===== src/rtl/board_input_ctrl.sv =====
// rtl/board_input_ctrl.sv - push-button conditioning, cursor/selection FSM and move request handshake

// Two-flop synchroniser plus stable-level debounce for one raw button.
// Emits a single-cycle press pulse when the accepted level goes 0->1.
module btn_debounce #(
    parameter int CYCLES = 120000
) (
    input  logic clk12,
    input  logic reset,
    input  logic raw,
    output logic press
);
    localparam int CW = $clog2(CYCLES + 1);
    localparam logic [CW-1:0] CNT_MAX = CW'(CYCLES);

    logic          sync_a;
    logic          sync_b;
    logic          stable;
    logic [CW-1:0] cnt;

    // Synchronise the raw level, count consecutive disagreeing cycles, flip the stable level on reaching the limit.
    always_ff @(posedge clk12) begin
        if (reset) begin
            sync_a <= 1'b0;
            sync_b <= 1'b0;
            stable <= 1'b0;
            cnt    <= '0;
            press  <= 1'b0;
        end else begin
            sync_a <= raw;
            sync_b <= sync_a;
            press  <= 1'b0;
            if (sync_b == stable) begin
                cnt <= '0;
            end else if (cnt == CNT_MAX) begin
                stable <= sync_b;
                cnt    <= '0;
                press  <= sync_b;
            end else begin
                cnt <= cnt + 1'b1;
            end
        end
    end
endmodule

// Converts debounced button events into cursor moves, piece selection and a move request to game logic.
module board_input_ctrl #(
    parameter int DEBOUNCE_CYCLES = 120000,
    parameter int FOUND_WAIT      = 2
) (
    input  logic       clk12,
    input  logic       reset,
    input  logic       btn_up,
    input  logic       btn_down,
    input  logic       btn_left,
    input  logic       btn_right,
    input  logic       btn_enter,
    input  logic       btn_esc,
    input  logic       found_piece,
    input  logic       move_ack,
    output logic [5:0] cursor,
    output logic       enter_pressed,
    output logic       esc_pressed,
    output logic       confirm_pressed,
    output logic [5:0] src_sq,
    output logic [5:0] dst_sq,
    output logic       move_req
);
    localparam logic [1:0] ST_BROWSE     = 2'd0;
    localparam logic [1:0] ST_WAIT_FOUND = 2'd1;
    localparam logic [1:0] ST_SELECTED   = 2'd2;
    localparam logic [1:0] ST_CONFIRM    = 2'd3;

    localparam int WW = (FOUND_WAIT < 1) ? 1 : $clog2(FOUND_WAIT + 1);
    localparam logic [WW-1:0] WAIT_MAX = WW'(FOUND_WAIT);

    // Bit order of the button vectors: up, down, left, right, enter, esc.
    logic [5:0] raw_btn;
    logic [5:0] btn_press;

    assign raw_btn = {btn_esc, btn_enter, btn_right, btn_left, btn_down, btn_up};

    genvar gi;
    generate
        for (gi = 0; gi < 6; gi++) begin : g_db
            btn_debounce #(
                .CYCLES (DEBOUNCE_CYCLES)
            ) u_db (
                .clk12 (clk12),
                .reset (reset),
                .raw   (raw_btn[gi]),
                .press (btn_press[gi])
            );
        end
    endgenerate

    logic ev_up;
    logic ev_down;
    logic ev_left;
    logic ev_right;
    logic ev_enter;
    logic ev_esc;

    assign ev_up    = btn_press[0];
    assign ev_down  = btn_press[1];
    assign ev_left  = btn_press[2];
    assign ev_right = btn_press[3];
    assign ev_enter = btn_press[4];
    assign ev_esc   = btn_press[5];

    logic [1:0]    state;
    logic [WW-1:0] wait_cnt;
    logic [2:0]    cur_row;
    logic [2:0]    cur_col;
    logic [2:0]    moved_row;
    logic [2:0]    moved_col;
    logic [5:0]    moved_cursor;

    assign cur_row      = cursor[5:3];
    assign cur_col      = cursor[2:0];
    assign moved_cursor = {moved_row, moved_col};

    // Saturating cursor step; opposing arrows in the same cycle cancel on their axis.
    always_comb begin
        moved_row = cur_row;
        moved_col = cur_col;
        if (ev_up && !ev_down && (cur_row != 3'd7)) begin
            moved_row = cur_row + 3'd1;
        end else if (ev_down && !ev_up && (cur_row != 3'd0)) begin
            moved_row = cur_row - 3'd1;
        end
        if (ev_right && !ev_left && (cur_col != 3'd7)) begin
            moved_col = cur_col + 3'd1;
        end else if (ev_left && !ev_right && (cur_col != 3'd0)) begin
            moved_col = cur_col - 3'd1;
        end
    end

    // Selection FSM; esc outranks enter, which outranks arrows, and ack outranks esc while confirming.
    always_ff @(posedge clk12) begin
        if (reset) begin
            state           <= ST_BROWSE;
            wait_cnt        <= '0;
            cursor          <= 6'd0;
            enter_pressed   <= 1'b0;
            esc_pressed     <= 1'b0;
            confirm_pressed <= 1'b0;
            src_sq          <= 6'd0;
            dst_sq          <= 6'd0;
            move_req        <= 1'b0;
        end else begin
            esc_pressed <= 1'b0;
            case (state)
                ST_BROWSE: begin
                    if (ev_esc) begin
                        esc_pressed <= 1'b1;
                    end else if (ev_enter) begin
                        state         <= ST_WAIT_FOUND;
                        enter_pressed <= 1'b1;
                        wait_cnt      <= '0;
                    end else begin
                        cursor <= moved_cursor;
                    end
                end
                ST_WAIT_FOUND: begin
                    if (ev_esc) begin
                        state         <= ST_BROWSE;
                        enter_pressed <= 1'b0;
                        esc_pressed   <= 1'b1;
                    end else if (wait_cnt == WAIT_MAX) begin
                        // The display needs a few cycles to look up the square before found_piece is valid.
                        if (found_piece) begin
                            state  <= ST_SELECTED;
                            src_sq <= cursor;
                        end else begin
                            state         <= ST_BROWSE;
                            enter_pressed <= 1'b0;
                        end
                    end else begin
                        wait_cnt <= wait_cnt + 1'b1;
                    end
                end
                ST_SELECTED: begin
                    if (ev_esc) begin
                        state         <= ST_BROWSE;
                        enter_pressed <= 1'b0;
                        esc_pressed   <= 1'b1;
                    end else if (ev_enter) begin
                        // Dropping a piece back on its own square is not a move.
                        if (cursor != src_sq) begin
                            state           <= ST_CONFIRM;
                            dst_sq          <= cursor;
                            confirm_pressed <= 1'b1;
                            move_req        <= 1'b1;
                        end
                    end else begin
                        cursor <= moved_cursor;
                    end
                end
                default: begin
                    if (move_ack) begin
                        state           <= ST_BROWSE;
                        move_req        <= 1'b0;
                        confirm_pressed <= 1'b0;
                        enter_pressed   <= 1'b0;
                    end else if (ev_esc) begin
                        state           <= ST_SELECTED;
                        confirm_pressed <= 1'b0;
                        move_req        <= 1'b0;
                        dst_sq          <= 6'd0;
                        esc_pressed     <= 1'b1;
                    end
                end
            endcase
        end
    end
endmodule


===== config.mk =====
export PLATFORM = sky130hd
export DESIGN_NAME = board_input_ctrl
export DESIGN_NICKNAME = d
export VERILOG_FILES = /design/src/rtl/board_input_ctrl.sv
export SDC_FILE = /design/constraint.sdc
export NUM_CORES = 1
export LEC_CHECK = 0
export CAP_MARGIN = 20
export CELL_PAD_IN_SITES_DETAIL_PLACEMENT = 0
export CELL_PAD_IN_SITES_GLOBAL_PLACEMENT = 1
export CORE_MARGIN = 10
export CORE_UTILIZATION = 42
export DETAILED_ROUTE_END_ITERATION = 12
export PLACE_DENSITY = 0.87
export SLEW_MARGIN = 15
export SYNTH_ARGS = -nofsm -noshare
export SYNTH_HDL_FRONTEND = slang
export SYNTH_SLANG_ARGS = --single-unit

===== constraint.sdc =====
create_clock -name clk12 -period 1.9 [get_ports clk12]
set_input_delay 0.475 -clock clk12 [delete_from_list [all_inputs] [get_ports clk12]]
set_output_delay 0.475 -clock clk12 [all_outputs]
set_load 0.1 [all_outputs]

==> out/qor.yml <==
timing:
  fmax_mhz: 533
  period_share_pct: 98.7
  fin_crit_ps: 1880
  tightest_slew_ps: 542
  fin_skew_ps: 8.04
  setup_slack_ps: 23.8
  grt_setup_unrepaired: "yes"
  slew_viol_final: 0
  hold_viol_final: 0
  setup_violations: 0
  slew_headroom_pct: 63.4
worst_setup_path:
  crit_fanout: 3
  critPathKind: "reg -> reg"
  slowest_stage: "a311o_1"
  cp-start-kind: "register"
  path_cells: "a311o_1 -> fa_2 -> nand2b_1 -> o22ai_2 -> mux2_2"
  slowest_delay_ps: 400
  endpoint_kind: "register"
  arrival_ps: 2180
  cp.required_ps: 2200
floorplan:
  start_util_pct: 42.9
  die-width_um: 147
  die_area_sq_um: 21700
  num_rows: 46
  num_io_pins: 32
  core_region_area_sq_um: 15900
  die_y_um: 147
placement:
  post-place-ws_ps: -19.8
  io_buffers: 31
  gp_congestion: 0.808
  hpwlAfterDp_mm: 10.1
  place_inst: 1027
grt:
  grt_max_degree: 52
  grt_pass1_vias: 5213
  antenna_found_initial: 0
  grt_pass1_wl_mm: 24.7
  overflow: 0
  groute.usage.overall_pct: 13.4
pwr:
  peakVddDrop_mv: 0.647
  powerDensity_nw_per_um2: 781
  power.total_w: 0.00659
  cellLeakagePower_nw: 2.67
synth:
  synth_seq_cells: 151
  ys_async_sr_fraction_pct: 0
  synth_flop_cell: "dfxtp_1"
  yosysWarnings: 0
  netlist_area_sq_um: 6810
  syn_inst: 768
  syn_area_per_cell_sq_um: 8.87
  syn_nets: 793
  ys_types: 56
  ys_seq_area_share_pct: 44.4
  synth_edf_count: 0
clock_network:
  cts_root_buf: "clkbuf_16"
  cts_tree: "yes"
  numClockSinks: 151
  clk_latency_ps: 420
  clk_pin_slew_ps: 60
  cts_setup_buffers: 0
  h-tree-depth: 4
  cts_buffer_depth: 2
  cts_buffers: 17
cells_and_area:
  antenna_cells: 0
  layout.cells.non_filler: 1059
  layout.core_utilization_pct: 53.1
  final_layout_size_suffix_gt1_share_pct: 15.1
  syn_to_final_growth_pct: 23.9
  finalNetCount: 855
drt:
  drtIter0Drc: 282
  routed_wl_mm: 14.3
  wl_per_cell_um: 13.5
  vias: 5475
  drc: 0
  antenna_left: 0
  firstDrtPassIters: 4
  via_per_inst: 5.17
hold_path:
  hp-class: "reg -> reg"
job:
  maxCapViolations: 0
status:
  outcome: "complete, no violations"
[power by group]
part           internal (W)  switching (W)
sequential          0.00317      0.0000108
combinational     0.0000479      0.0000583
clock               0.00200        0.00130
total               0.00522        0.00137
[worst max-delay path, delay by kind of cell (launching register included)]
family                   cells  cell delay [ps]
flip-flops                   1              340
AND/OR/NAND/NOR              1              160
adder cells (fa/ha/maj)      1              350
AO/OA/AOI/OAI                2              570
multiplexers                 1              350
[final timing paths]
path,to,slack (ps),cells after the start,from
worst min-delay path,g_db[3].u_db.sync_b,430,1,g_db[3].u_db.sync_a
worst max register to register,cursor[5],20,5,cursor[4]
worst max-delay path,cursor[5],20,5,cursor[4]
worst min register to register,g_db[3].u_db.sync_b,430,1,g_db[3].u_db.sync_a
[placed cells by master (no fill, tap or decap), types with 8 or more instances in the layout]
cell type and count:
dfxtp_1 139, ha_1 12, xnor2_1 75, nand4_1 29, nand3_1 51, buf_12 23, buf_4 36, a21oi_1 20
nand2_1 44, nor2b_1 19, clkbuf_16 17, o21ai_0 8, nor3_1 24, or3_1 12, clkdlybuf4s50_1 8, nor4_1 35
nor2_1 112, inv_1 30, and3_1 12, xor2_1 19
[repair_timing]
action / CTS / global route
hold buffers: 0 / 0
pin swaps: 2 / 2
gates resized for setup: 1 / 6
endpoints found under the hold margin: 0 / 0
endpoints found under the setup margin: 1 / 11
[cell type report]
cell class / count / area [sq um]
tap: 216 / 270
fill: 1499 / 7450
clock inverter: 12 / 125
sequential: 151 / 3050
clock buffer: 20 / 457
inverter: 31 / 116
timing repair buffer: 68 / 816
multi-input combinational: 561 / 3600
[registers in the layout, indices dropped and copies added (netlist names)]
register	cells
enter_pressed	1
cursor	6
dst_sq	6
g_db.u_db.sync_a	6
esc_pressed	1
g_db.u_db.sync_b	6
wait_cnt	2
g_db.u_db.stable	6
src_sq	6
g_db.u_db.press	6
g_db.u_db.cnt	102
move_req	1
state	2
[Yosys cell counts, types with 8 or more instances]
library cell | number | area, sq um
clkbuf_1 | 18 | 67.6
nor4_1 | 35 | 219
nor2b_1 | 19 | 119
and3_1 | 12 | 75.1
inv_1 | 30 | 113
nor3_1 | 24 | 120
nand2_1 | 44 | 165
nor2_1 | 112 | 420
a21oi_1 | 20 | 100
dfxtp_1 | 151 | 3020
or3_1 | 12 | 75.1
xnor2_1 | 75 | 657
ha_1 | 13 | 163
nand3_1 | 51 | 255
nand4_1 | 29 | 181
o21ai_0 | 8 | 40.0
xor2_1 | 19 | 166
[routing by layer]
| metal | up-vias | GRT usage [%] | wire [um] |
|---|---|---|---|
| li1 | 2822 | - | - |
| met3 | 15 | 3.50 | 434 |
| met4 | 0 | 4.41 | 160 |
| met5 | - | 0 | 0 |
| met2 | 85 | 21.3 | 6670 |
| met1 | 2553 | 17.4 | 7020 |
[per-stage QoR]
step	hold WS, ps	area, sq um	TNS, ps
final	432	8440	0
after global routing	460	8440	-69.9
after CTS	436	8400	0
after detailed placement	423	7820	-19.8
after global placement	425	7820	0
after floorplan	414	6840	-159
[cell families after synthesis]
group           count (synthesis)  synth area share [%]
simple gates                  382                  29.8
buf+inv                        56                  3.36
compound gates                 59                  5.77
xor+xnor                       94                  12.1
flops                         151                  44.4
fa+ha+maj                      15                  2.98
mux                            11                  1.69
(Power assumes the default switching activity.)
